File: config.mk
export PLATFORM = sky130hd
export DESIGN_NAME = alu_pipe
export DESIGN_NICKNAME = d
export VERILOG_FILES = /design/src/rtl/alu_pkg.sv /design/src/rtl/alu_core.sv /design/src/rtl/alu_pipe.sv
export SDC_FILE = /design/constraint.sdc
export NUM_CORES = 1
export LEC_CHECK = 0
export CAP_MARGIN = 40
export CORE_MARGIN = 2
export CORE_UTILIZATION = 50
export CTS_BUF_LIST = sky130_fd_sc_hd__clkbuf_4 sky130_fd_sc_hd__clkbuf_8
export DETAILED_ROUTE_END_ITERATION = 12
export HOLD_SLACK_MARGIN = 0.05
export PLACE_DENSITY = 0.77
export SYNTH_ARGS = -nofsm -noshare
export SYNTH_HDL_FRONTEND = slang
export SYNTH_SLANG_ARGS = --single-unit
File: constraint.sdc
create_clock -name clk -period 4.5 [get_ports clk]
set_clock_uncertainty 0.05 [all_clocks]
set_input_delay 1.125 -clock clk [delete_from_list [all_inputs] [get_ports clk]]
set_output_delay 1.125 -clock clk [all_outputs]
set_load 0.005 [all_outputs]
File: src/rtl/alu_pkg.sv
// Shared definitions for the pipelined ALU: operation and condition
// encodings, condition-code bit positions, and the condition evaluator.
package alu_pkg;

   typedef enum logic [1:0] {
      OP_ADD = 2'b00,
      OP_SUB = 2'b01,
      OP_AND = 2'b10,
      OP_XOR = 2'b11
   } alu_op_e;

   typedef enum logic [2:0] {
      COND_ALWAYS = 3'd0,
      COND_LE     = 3'd1,
      COND_L      = 3'd2,
      COND_E      = 3'd3,
      COND_NE     = 3'd4,
      COND_GE     = 3'd5,
      COND_G      = 3'd6,
      COND_RSVD   = 3'd7
   } cond_fn_e;

   // Condition-code register layout: {ZF, SF, OF}
   localparam int CC_ZF = 2;
   localparam int CC_SF = 1;
   localparam int CC_OF = 0;

   // After reset the flags describe a zero result with no overflow.
   localparam logic [2:0] CC_RESET = 3'b100;

   // Evaluate a branch-style condition on a condition-code value.
   function automatic logic eval_cond(input logic [2:0] cc_v, input logic [2:0] fn);
      logic zf;
      logic lt;
      zf = cc_v[CC_ZF];
      lt = cc_v[CC_SF] ^ cc_v[CC_OF];
      case (cond_fn_e'(fn))
         COND_ALWAYS: eval_cond = 1'b1;
         COND_LE:     eval_cond = lt | zf;
         COND_L:      eval_cond = lt;
         COND_E:      eval_cond = zf;
         COND_NE:     eval_cond = !zf;
         COND_GE:     eval_cond = !lt;
         COND_G:      eval_cond = !lt & !zf;
         default:     eval_cond = 1'b0;
      endcase
   endfunction

endpackage

File: src/rtl/alu_core.sv
// Combinational ALU datapath: result and signed-overflow flag.
module alu_core
   import alu_pkg::*;
#(
   parameter int WIDTH = 64
) (
   input  logic [WIDTH-1:0] a,
   input  logic [WIDTH-1:0] b,
   input  logic [1:0]       op,
   output logic [WIDTH-1:0] result,
   output logic             overflow
);

   logic [WIDTH-1:0] sum;
   logic [WIDTH-1:0] diff;

   assign sum  = a + b;
   assign diff = a - b;

   // Select the operation; overflow compares operand and result signs.
   always_comb begin
      result   = '0;
      overflow = 1'b0;
      case (alu_op_e'(op))
         OP_ADD: begin
            result   = sum;
            overflow = (a[WIDTH-1] == b[WIDTH-1]) && (sum[WIDTH-1] != a[WIDTH-1]);
         end
         OP_SUB: begin
            result   = diff;
            overflow = (a[WIDTH-1] != b[WIDTH-1]) && (diff[WIDTH-1] != a[WIDTH-1]);
         end
         OP_AND: result = a & b;
         OP_XOR: result = a ^ b;
         default: begin
            result   = '0;
            overflow = 1'b0;
         end
      endcase
   end

endmodule

File: src/rtl/alu_pipe.sv
// Single-stage registered ALU with valid/ready handshakes on both sides
// and a condition-code register that can be updated per request.
//
// Handshake: a transfer happens on a rising edge where valid && ready.
// The producer holds its payload stable while valid && !ready; the
// result side holds out_ans/out_overflow/out_valid until out_ready.
// in_ready is combinational so a drain and a new accept can share a
// cycle, giving one result per cycle.
module alu_pipe
   import alu_pkg::*;
#(
   parameter int WIDTH = 64
) (
   input  logic             clk,
   input  logic             rst,
   input  logic             in_valid,
   output logic             in_ready,
   input  logic [WIDTH-1:0] in_a,
   input  logic [WIDTH-1:0] in_b,
   input  logic [1:0]       in_op,
   input  logic             in_set_cc,
   output logic             out_valid,
   input  logic             out_ready,
   output logic [WIDTH-1:0] out_ans,
   output logic             out_overflow,
   output logic [2:0]       cc,
   input  logic [2:0]       cond_fn,
   output logic             cnd
);

   logic [WIDTH-1:0] core_result;
   logic             core_overflow;
   logic             accept;

   alu_core #(
      .WIDTH(WIDTH)
   ) u_core (
      .a        (in_a),
      .b        (in_b),
      .op       (in_op),
      .result   (core_result),
      .overflow (core_overflow)
   );

   // Ready whenever the result slot is empty or being drained; also forced
   // high during reset so upstream never sees a stall across reset.
   assign in_ready = rst || !out_valid || out_ready;
   assign accept   = in_valid && in_ready && !rst;

   // Result register: load on accept, otherwise drain on out_ready.
   always_ff @(posedge clk) begin
      if (rst) begin
         out_valid    <= 1'b0;
         out_ans      <= '0;
         out_overflow <= 1'b0;
      end else if (accept) begin
         out_valid    <= 1'b1;
         out_ans      <= core_result;
         out_overflow <= core_overflow;
      end else if (out_ready) begin
         out_valid    <= 1'b0;
      end
   end

   // Condition codes change only on an accepted request that asks for it.
   always_ff @(posedge clk) begin
      if (rst) begin
         cc <= CC_RESET;
      end else if (accept && in_set_cc) begin
         cc[CC_ZF] <= (core_result == '0);
         cc[CC_SF] <= core_result[WIDTH-1];
         cc[CC_OF] <= core_overflow;
      end
   end

   // Condition is read from the registered flags; no same-cycle bypass.
   always_comb begin
      cnd = eval_cond(cc, cond_fn);
   end

endmodule

==> impl_metrics.json, run 1 <==
{
  "grtUsageTotal_pct": 90.3,
  "clock_sinks": 69,
  "die_h_um": 168,
  "grt_max_degree": 68,
  "ys_seq_area_share_pct": 10.3,
  "gp_congestion": 1.16,
  "stop_stage": "global routing (5_1_grt)",
  "dp_cells": 3138,
  "port_buffers": 208,
  "pre_cts_ws_ns": -1.35,
  "pin_count": 209,
  "synth-async-reset-ratio_pct": 0,
  "rows": 59,
  "die_width_um": 168,
  "synth_enable_flop_cells": 0,
  "cts_buffers": 9,
  "cts.path.max_buffers": 2,
  "synthesis.nets": 2284,
  "yosys_warnings": 0,
  "cts-root-buf": "clkbuf_8",
  "postGrtWorstEndpoint": "cc[2]$_SDFFE_PP1P_/D",
  "syn_inst": 2016,
  "start_util_pct": 51.2,
  "worst_path_end_type": "register data pin",
  "hpwl_um": 53600,
  "htreeDepth": 3,
  "syn_area_um2": 13400,
  "ys_seq_elements": 69,
  "synthFlopType": "dfxtp_1",
  "synth_cell_types": 106,
  "synth.avg_cell_area_um2": 6.63,
  "grt-ovfl-total": 807,
  "error_line": "[ERROR GRT-0232] Routing congestion too high. Check the congestion heatmap in the GUI.",
  "outcome": "stopped before the end"
}
## per-layer routing
layer  GRT overflow  track usage, %
met5              3            52.5
met2            482             104
met3             35            78.8
met1             39            87.1
met4            248            96.4
## kinds of logic after synthesis
logic type | after synthesis | synth area share (%)
AND/OR/NAND/NOR | 772 | 28.7
AO/OA/AOI/OAI | 719 | 37.0
buffers and inverters | 280 | 8.30
adder cells (fa/ha/maj) | 130 | 12.3
flip-flops | 69 | 10.3
multiplexers | 30 | 2.32
XOR/XNOR | 16 | 1.05
## metrics by stage
| stage | hold slack [ns] | setup TNS, ns | area [um^2] | utilization [%] |
|---|---|---|---|---|
| 2_1_floorplan | 0.400 | 0 | 13400 | - |
| 3_3_place_gp | 0.392 | -10.80 | 20800 | 79.5 |
| 3_5_place_dp | 0.394 | -15.02 | 20800 | 79.5 |
| 4_1_cts | 0.407 | -0.824 | 21600 | 82.6 |
## cells in the mapped netlist (all sizes together) (14+ instances only)
| library cell | number | share of area [%] |
|---|---|---|
| o21ai | 147 | 5.5 |
| clkbuf | 86 | 2.4 |
| nor4 | 55 | 3.0 |
| a21boi | 14 | 0.81 |
| a211oi | 40 | 2.5 |
| buf | 48 | 1.8 |
| nor2b | 18 | 0.86 |
| o31ai | 43 | 2.6 |
| a21o | 34 | 1.9 |
| a21oi | 179 | 6.8 |
| nand4 | 37 | 1.7 |
| mux2i | 22 | 1.6 |
| dfxtp | 69 | 10 |
| nand2b | 22 | 1.0 |
| nor2 | 177 | 5.0 |
| a311oi | 15 | 0.98 |
| a2111oi | 15 | 1.4 |
| inv | 144 | 4.0 |
| a31oi | 23 | 1.1 |
| nand3 | 97 | 3.7 |
| xnor2 | 15 | 0.98 |
| or3 | 15 | 0.74 |
| nor3 | 56 | 2.1 |
| nand2 | 205 | 5.8 |
| and3 | 29 | 1.4 |
| ha | 128 | 12 |
| o211ai | 35 | 2.0 |
## what timing repair did
item,CTS
pin swaps,31
hold buffers,0
resized for setup,104
buffers inserted,8
cloned,1
endpoints found under the setup margin,15
==> run 2, diff against run 1 <==
--- a/config.mk
+++ b/config.mk
@@ -7,11 +7,9 @@
 export LEC_CHECK = 0
 export CAP_MARGIN = 40
 export CORE_MARGIN = 2
-export CORE_UTILIZATION = 50
-export CTS_BUF_LIST = sky130_fd_sc_hd__clkbuf_4 sky130_fd_sc_hd__clkbuf_8
+export CORE_UTILIZATION = 35
 export DETAILED_ROUTE_END_ITERATION = 12
-export HOLD_SLACK_MARGIN = 0.05
-export PLACE_DENSITY = 0.77
+export PLACE_DENSITY_LB_ADDON = 0.15
 export SYNTH_ARGS = -nofsm -noshare
 export SYNTH_HDL_FRONTEND = slang
 export SYNTH_SLANG_ARGS = --single-unit
==> constraint.sdc (replaced) <==
create_clock -name clk -period 5.85 [get_ports clk]
set_clock_uncertainty 0.05 [all_clocks]
set_input_delay 1.4625 -clock clk [delete_from_list [all_inputs] [get_ports clk]]
set_output_delay 1.4625 -clock clk [all_outputs]
set_load 0.005 [all_outputs]
==> run 2 against run 1 <==
Against the previous run:
- the run now ends clean
- synthesized cell count did not move
- synthesized area is the same
==> impl_metrics.json, run 2 <==
{
  "clkTransAtPathRegs_ns": 0.06,
  "synthFlopType": "dfxtp_1",
  "final_common_cell": "buf_4",
  "switching_power_mw": 1.43,
  "dr.first_iter.drc_count": 2078,
  "r2r_end": "cc[2]",
  "leakage_nw": 8.62,
  "rrSetupSlack_ns": 2.96,
  "ff2ff_path_depth": 11,
  "die_width_um": 199,
  "synth_most_common_cell": "nand2_1",
  "finalHoldViolCount": 0,
  "worstReg2RegStart": "out_valid",
  "power-per-cell-area_nw_per_um2": 162,
  "die_h_um": 199,
  "firstDrtPassIters": 5,
  "syn_area_um2": 13400,
  "syn_inst": 2016,
  "synth_enable_flop_cells": 0,
  "dp_cells": 3077,
  "grt_max_degree": 68,
  "pre_cts_ws_ns": -0.513,
  "grt_pass1_vias": 17308,
  "setup_tns_ns": 0,
  "critical_path_class": "primary input to flip-flop",
  "crit_required_ns": 6.06,
  "synth-async-reset-ratio_pct": 0,
  "ys_seq_elements": 69,
  "grt-ovfl-total": 0,
  "synthesis.nets": 2284,
  "end_kind": "flip-flop",
  "cts-root-buf": "clkbuf_16",
  "gp_congestion": 1.03,
  "via_per_inst": 6.03,
  "period_share_pct": 98.1,
  "grt_pass1_wl_um": 103000,
  "ant_nets": 0,
  "synth_cell_types": 106,
  "vias": 18675,
  "slew_headroom_pct": 27.1,
  "synth_top_area_cell": "ha_1",
  "yosys_warnings": 0,
  "ys_seq_area_share_pct": 10.3,
  "cts_tree": "built",
  "p_int_mw": 1.75,
  "hold_start": "out_ans[59]",
  "p_comb_share_pct": 65.7,
  "synth.top_cell.area_share_pct": 12.0,
  "htreeDepth": 3,
  "worst_pin_slew_ns": 1.07,
  "hpwl_um": 57400,
  "clkLatencyLatePin_ns": 0.35,
  "setup_viol": 0,
  "sw_frac_of_total_pct": 45.0,
  "crit_fanout": 6,
  "hold_depth": 2,
  "antenna_found_initial": 2,
  "regMostFlops": "out_ans",
  "worst_hold_slack_ns": 0.406,
  "post-route-drc-count": 0,
  "start_util_pct": 35.5,
  "rows": 71,
  "port_buffers": 208,
  "cts.path.max_buffers": 2,
  "area_growth_pct": 47.1,
  "synth_commonest_cells": "nand2_1, nor2_1, a21oi_1",
  "largest_reg_flops": 64,
  "outcome": "finished, final reports clean",
  "reg_top3": "out_ans (64), cc (3)",
  "synthTopCellsByArea": "ha_1, dfxtp_1, a21oi_1",
  "grtUsageTotal_pct": 34.0,
  "routed_wl_um": 69800,
  "pin_count": 209,
  "drv_cap": 0,
  "crit_arrival_ns": 5.95,
  "core_um2": 37700,
  "cts_buffers": 9,
  "timing.fmax_mhz": 174,
  "drive_above_1_share_pct": 23.8,
  "die-area_um2": 39800,
  "pwr-share-seq_pct": 17.2,
  "clock_sinks": 69,
  "final_cells": 3096,
  "fin_nets": 2847,
  "fin_crit_ns": 5.74,
  "hold_end": "out_ans[59]",
  "hold_path_class": "flip-flop to flip-flop",
  "synth.avg_cell_area_um2": 6.63,
  "cp-start-kind": "primary input",
  "final_cell_mix": "buf_4, clkdlybuf4s50_1, nand2_1, a21oi_1, nor2_1",
  "worst_slack_ns": 0.108,
  "wl_per_cell_um": 22.5,
  "pwr-share-clk_pct": 17.0,
  "peakVddDrop_uv": 122,
  "drv_slew": 0
}
-- run 2: cell counts after synthesis --
Identical to the previous run, type by type.
-- run 2: repair_timing --
| action | in CTS | in global routing |
|---|---|---|
| gates cloned | 0 | 0 |
| pin swaps | 0 | 5 |
| gates resized for setup | 2 | 39 |
| buffers inserted | 0 | 2 |
| hold buffers | 0 | 0 |
| setup endpoints to repair | 1 | 1 |
-- run 2: area by class of cell --
cell class	instances	area, um^2
fill	3867	18000
multi-input combinational	1667	11100
timing repair buffer	686	5700
sequential	69	1380
tap	511	639
inverter	146	548
clock buffer	9	225
clock inverter	7	57.6
antenna	1	2.50
-- run 2: critical path, cell delays in order --
cell             delay, ns
clkdlybuf4s50_1       0.48
inv_1                 0.05
ha_1                  0.39
inv_1                 0.13
a21oi_1               0.32
o31ai_1               0.25
a2111oi_2             0.55
buf_4                 0.21
nand3b_1              0.07
nor2_1                0.26
or2_2                 0.25
o31ai_2               0.09
buf_4                 0.16
xor2_1                0.15
a2111oi_0             0.42
buf_4                 0.17
nand4_1               0.17
o41ai_2               0.34
-- run 2: worst max-delay path by stage --
stage | start | cells past startpoint | slack, ns | endpoint
after global routing | in_b[25] | 16 | -0.03 | cc[2]
final | in_b[14] | 18 | 0.11 | cc[2]
after floorplan | in_a[0] | 14 | 0.79 | cc[2]
after global placement | in_b[6] | 16 | -0.38 | cc[2]
after CTS | in_a[0] | 19 | 0.02 | cc[2]
after detailed placement | in_b[6] | 16 | -0.51 | cc[2]
-- run 2: power by group through the flow --
stage	sequential [mW]	clock, mW	combinational (mW)
floorplan	0.557	0	0.957
global placement	0.558	0	2.00
detailed placement	0.559	0	2.01
CTS	0.549	0.552	2.02
global route	0.553	0.573	2.23
finish	0.548	0.543	2.09
-- run 2: cell families (layout without fill, tap and decap cells) --
logic type | count (synthesis) | count (layout) | share of synthesized area [%]
multiplexers | 30 | 30 | 2.32
flip-flops | 69 | 69 | 10.3
AND/OR/NAND/NOR | 772 | 772 | 28.7
buffers and inverters | 280 | 848 | 8.30
other | 0 | 1 | 0
XOR/XNOR | 16 | 16 | 1.05
adder cells (fa/ha/maj) | 130 | 130 | 12.3
AO/OA/AOI/OAI | 719 | 719 | 37.0
-- run 2: metrics by stage --
step                      util (%)  instance area, um^2  total power [mW]
final                         52.2                19700              3.18
after global routing          52.2                19700              3.35
after CTS                     51.6                19400              3.12
after detailed placement      50.9                19200              2.56
after global placement        50.9                19200              2.55
after floorplan                  -                13400              1.51
-- run 2: layer usage --
metal | track usage [%] | vias up | part of all wire (%)
met5 | 0 | - | 0.032
met4 | 10.7 | 4 | 3.3
met3 | 6.50 | 162 | 10
met2 | 52.7 | 1062 | 43
met1 | 47.2 | 8788 | 44
li1 | - | 8659 | -
(Power assumes the default switching activity.)
==> run 3, diff against run 2 <==
--- a/config.mk
+++ b/config.mk
@@ -10,6 +10,7 @@
 export CORE_UTILIZATION = 35
 export DETAILED_ROUTE_END_ITERATION = 12
 export PLACE_DENSITY_LB_ADDON = 0.15
+export SETUP_SLACK_MARGIN = 0.1
 export SYNTH_ARGS = -nofsm -noshare
 export SYNTH_HDL_FRONTEND = slang
 export SYNTH_SLANG_ARGS = --single-unit
==> run 3 against run 2 <==
Against the previous run:
- utilization is 0.54 points higher
- flip-flop and latch count stayed put
- first-iteration DRC count is 4.0% higher
- global-route usage about the same
- die area stayed put
- non-clock buffer count rose by 5
- cell count rose by 0.16%
- critical endpoint unchanged
- largest power group unchanged
==> impl_metrics.json, run 3 (same netlist as run 2, synthesis figures left out) <==
{
  "outcome": "finished, final reports clean",
  "hpwl_um": 57400,
  "wl_per_cell_um": 22.6,
  "rrSetupSlack_ns": 3.05,
  "dp_cells": 3077,
  "crit_required_ns": 6.06,
  "rows": 71,
  "setup_viol": 0,
  "drv_slew": 0,
  "pre_cts_ws_ns": -0.513,
  "pin_count": 209,
  "start_util_pct": 35.5,
  "reg_top3": "out_ans (64), cc (3)",
  "clkTransAtPathRegs_ns": 0.06,
  "routed-wl-met3_um": 6950,
  "ant_nets": 0,
  "clock_sinks": 69,
  "area_growth_pct": 48.6,
  "wl_met1_um": 30800,
  "met2WireLength_um": 29900,
  "clkLatencyLatePin_ns": 0.35,
  "routed_wl_um": 70000,
  "grtUsageTotal_pct": 34.0,
  "cp-start-kind": "primary input",
  "worst_pin_slew_ns": 0.941,
  "core_um2": 37700,
  "final_core_util_pct": 52.8,
  "dr.first_iter.drc_count": 2162,
  "p_total_mw": 3.21,
  "regMostFlops": "out_ans",
  "die_h_um": 199,
  "antenna_found_initial": 2,
  "timing.fmax_mhz": 178,
  "peakVddDrop_uv": 121,
  "vias": 18531,
  "end_kind": "flip-flop",
  "fin_crit_ns": 5.63,
  "crit_fanout": 7,
  "grt_pass1_vias": 17307,
  "grt_pass1_wl_um": 104000,
  "fin_nets": 2852,
  "leakage_nw": 8.66,
  "port_buffers": 208,
  "slew_headroom_pct": 35.7,
  "drv_cap": 0,
  "final_cell_mix": "buf_4, clkdlybuf4s50_1, nand2_1, a21oi_1, nor2_1",
  "cts_tree": "built",
  "grt_max_degree": 68,
  "cts.path.max_buffers": 2,
  "drive_above_1_share_pct": 24.8,
  "period_share_pct": 96.2,
  "worst_slack_ns": 0.224,
  "htreeDepth": 3,
  "hold_path_class": "flip-flop to flip-flop",
  "top_layer_used": "met5",
  "rsz0062_at_grt": "false",
  "power-per-cell-area_nw_per_um2": 161,
  "hold_buffers": 0,
  "grt-ovfl-total": 0,
  "critical_path_class": "primary input to flip-flop",
  "final_cells": 3101,
  "post-route-drc-count": 0,
  "gp_congestion": 1.03,
  "finalHoldViolCount": 0,
  "worst_hold_slack_ns": 0.406,
  "cts_buffers": 9,
  "cts-root-buf": "clkbuf_16",
  "via_per_inst": 5.98,
  "firstDrtPassIters": 8,
  "crit_arrival_ns": 5.84,
  "final_common_cell": "buf_4",
  "largest_reg_flops": 64,
  "die_width_um": 199,
  "die-area_um2": 39800
}
## run 3: through the flow
| step | instance area, um^2 | TNS (ns) |
|---|---|---|
| floorplan | 13400 | 0 |
| global placement | 19200 | -0.378 |
| detailed placement | 19200 | -0.513 |
| CTS | 19500 | 0 |
| global route | 19900 | 0 |
| finish | 19900 | 0 |
## run 3: power breakdown
group	switching, mW	internal (mW)
sequential	0.0294	0.519
clock	0.250	0.293
combinational	1.17	0.949
## run 3: what timing repair did
item                                    CTS  global route
endpoints found under the setup margin    1             1
buffers inserted                          0             7
pin swaps                                 1            21
resized for setup                         5            71
## run 3: final cells by class
type	count	area (um^2)
tap	511	639
clock buffer	9	225
antenna	1	2.50
inverter	146	548
clock inverter	7	57.6
fill	3845	17800
multi-input combinational	1667	11300
sequential	69	1380
timing repair buffer	691	5750
## run 3: worst max-delay path, cell delays in order
cell and delay (ns):
clkdlybuf4s50_1 0.48, inv_1 0.05, ha_1 0.41, buf_4 0.21
inv_1 0.09, nor3_1 0.58, and3_1 0.32, a32oi_4 0.17
o211a_4 0.30, nor2_4 0.11, o221ai_1 0.11, a41o_1 0.21
or3_1 0.44, or4b_1 0.56, o41ai_2 0.31
## run 3: path summary, 6_finish.rpt
kind                    from    endpoint  depth (start not counted)
setup / recovery    in_b[23]       cc[2]                         15
hold / removal    out_ans[2]  out_ans[2]                          2
setup reg to reg   out_valid       cc[2]                         11
hold reg to reg   out_ans[2]  out_ans[2]                          2
## run 3: metal layers
| metal | global-route usage [%] | vias up |
|---|---|---|
| li1 | - | 8674 |
| met1 | 47.4 | 8691 |
| met2 | 52.7 | 991 |
| met3 | 6.35 | 171 |
| met4 | 10.6 | 4 |
| met5 | 0 | - |
==> run 4, diff against run 3 <==
--- a/config.mk
+++ b/config.mk
@@ -9,6 +9,7 @@
 export CORE_MARGIN = 2
 export CORE_UTILIZATION = 35
 export DETAILED_ROUTE_END_ITERATION = 12
+export DONT_BUFFER_PORTS = 1
 export PLACE_DENSITY_LB_ADDON = 0.15
 export SETUP_SLACK_MARGIN = 0.1
 export SYNTH_ARGS = -nofsm -noshare
==> constraint.sdc (replaced) <==
create_clock -name clk -period 4.9 [get_ports clk]
set_clock_uncertainty 0.05 [all_clocks]
set_input_delay 1.225 -clock clk [delete_from_list [all_inputs] [get_ports clk]]
set_output_delay 1.225 -clock clk [all_outputs]
set_load 0.005 [all_outputs]
==> run 4 against run 3 <==
Against the previous run:
- cell area shrank 6.4%
- flip-flop and latch count is the same
- register-to-register slack lost 0.99 ns
- first-iteration DRC count shrank 19%
- routed wire length grew 1.3%
- combinational power grew 12%
- cell count shrank 3.4%
- die area is the same
- clock power grew 29%
- largest cell class unchanged
==> impl_metrics.json, run 4 (same netlist as run 2, synthesis figures left out) <==
{
  "die_width_um": 199,
  "worstPathCellList": "inv_1 > ha_1 > buf_4 > buf_4 > inv_2 > a21oi_1 > o31ai_1 > a32oi_1 > a311oi_1 > buf_4 > o211a_1 > buf_4 > o31a_1 > a21boi_0 > a21oi_1 > o221ai_2 > or4b_1 > o41ai_2",
  "end_kind": "flip-flop",
  "hpwl_um": 58500,
  "slew_headroom_pct": 44.7,
  "dr.first_iter.drc_count": 1761,
  "die_h_um": 199,
  "period_share_pct": 99.1,
  "grt-ovfl-total": 0,
  "ff2ff_path_depth": 11,
  "pwr-share-clk_pct": 18.7,
  "p_comb_share_pct": 63.2,
  "finalHoldViolCount": 0,
  "worstReg2RegStart": "out_valid",
  "switching_power_mw": 1.67,
  "gp_congestion": 0.990,
  "hold_end": "out_ans[58]",
  "hold_path_class": "flip-flop to flip-flop",
  "sw_frac_of_total_pct": 44.7,
  "peakVddDrop_uv": 203,
  "power-per-cell-area_nw_per_um2": 202,
  "rrSetupSlack_ns": 2.06,
  "pwr-share-seq_pct": 18.1,
  "wl_per_cell_um": 23.7,
  "p_int_mw": 2.07,
  "worst_pin_slew_ns": 0.822,
  "start_util_pct": 35.5,
  "pin_count": 209,
  "area_growth_pct": 39.0,
  "setup_viol": 0,
  "firstDrtPassIters": 5,
  "dpl_cell_area_um2": 17800,
  "clkTransAtPathRegs_ns": 0.07,
  "regMostFlops": "out_ans",
  "largest_reg_flops": 64,
  "cp_slowest_cell": "or4b_1",
  "nFillCells": 4024,
  "drv_slew": 0,
  "clkLatencyLatePin_ns": 0.36,
  "crit_required_ns": 5.12,
  "drive_above_1_share_pct": 30.0,
  "vias": 17928,
  "drv_cap": 0,
  "fin_area_um2": 18600,
  "final_common_cell": "buf_4",
  "cp-start-kind": "primary input",
  "outcome": "finished, final reports clean",
  "post-route-drc-count": 0,
  "cpLargestDelayFamily": "compound AO/OA/AOI/OAI gates",
  "critPathMaxStageDelay_ns": 0.56,
  "cts_tree": "built",
  "hold_start": "out_ans[58]",
  "crit_buf_inv": 6,
  "grt_pass1_wl_um": 104000,
  "worst-path-stages": 18,
  "reg_top3": "out_ans (64), cc (3)",
  "leakage_nw": 8.39,
  "cts_buffers": 9,
  "grt_max_degree": 126,
  "grtUsageTotal_pct": 34.7,
  "core_um2": 37700,
  "hold_buffers": 0,
  "final_core_util_pct": 49.4,
  "htreeDepth": 3,
  "grt_pass1_vias": 16712,
  "hold_depth": 2,
  "ant_nets": 0,
  "crit_fanout": 6,
  "routed_wl_um": 71000,
  "fin_nets": 2748,
  "die-area_um2": 39800,
  "via_per_inst": 5.98,
  "cpMostUsedCell": "buf_4",
  "critical_path_class": "primary input to flip-flop",
  "port_buffers": 0,
  "cts-root-buf": "clkbuf_16",
  "fin_crit_ns": 4.85,
  "antenna_found_initial": 0,
  "r2r_end": "cc[2]",
  "crit_arrival_ns": 5.07,
  "rsz0062_at_grt": "true",
  "final_cell_mix": "buf_4, nand2_1, nor2_1, a21oi_1, inv_1",
  "insertedDiodeCount": 0,
  "clock_sinks": 69,
  "timing.fmax_mhz": 206,
  "rows": 71,
  "cts.path.max_buffers": 2
}
[run 4: repair_timing]
item / in CTS / in global routing
resized for setup: 60 / 16
buffers inserted: 11 / 2
pin swaps: 23 / 8
endpoints found under the setup margin: 1 / 1
cloned: 0 / 0
[run 4: worst max path at each step]
| stage | startpoint | end | slack [ns] |
|---|---|---|---|
| after global placement | in_a[0] | cc[2] | -0.88 |
| after global routing | in_b[18] | cc[2] | -0.12 |
| after CTS | in_b[17] | cc[2] | 0.10 |
| final | in_b[12] | cc[2] | 0.05 |
| after floorplan | in_a[0] | cc[2] | 0.22 |
| after detailed placement | in_a[0] | cc[2] | -0.95 |
[run 4: final cells by class]
class                   instances  area [um^2]  share of cell area [%]
repair buffers                587         4450                    23.9
clock inverters                 7         80.1                   0.431
well taps                     511          639                    3.44
multi-input cells            1667        11300                    60.6
clock buffers                   9          225                    1.21
flip-flops and latches         69         1380                    7.43
inverters                     146          548                    2.95
[run 4: worst register-to-register path: stages, from the launching register on]
cell       delay [ns]
dfxtp_1          0.32
nand2b_1         0.15
and3_1           0.22
nand4_1          0.12
nor4_1           0.28
nand4b_1         0.24
a2111oi_2        0.32
buf_4            0.17
nand4_1          0.10
nor4_2           0.31
nand4_1          0.21
o41ai_2          0.24
[run 4: through the flow]
stage	setup WS [ns]	power [mW]	cells	hold slack, ns	TNS (ns)
3_3_place_gp	-0.877	2.92	2966	0.415	-1.16
2_1_floorplan	0.222	1.81	2016	0.400	0
3_5_place_dp	-0.946	2.93	2967	0.423	-1.31
5_1_grt	-0.118	3.94	2996	0.456	-0.118
4_1_cts	0.101	3.69	2994	0.433	0
6_report	0.0463	3.75	2996	0.429	0
[run 4: routing by layer]
metal	vias up	share of wire [%]	global-route usage (%)
met5	-	0	0
met4	0	2.8	10.1
met3	97	8.7	4.91
met2	813	43	53.9
met1	8544	46	49.3
li1	8474	-	-
[run 4: power groups by stage]
stage,sequential [mW],combinational (mW),clock [mW]
3_3_place_gp,0.687,2.23,0
5_1_grt,0.684,2.53,0.729
4_1_cts,0.676,2.30,0.712
3_5_place_dp,0.689,2.24,0
6_report,0.677,2.37,0.703
2_1_floorplan,0.665,1.14,0
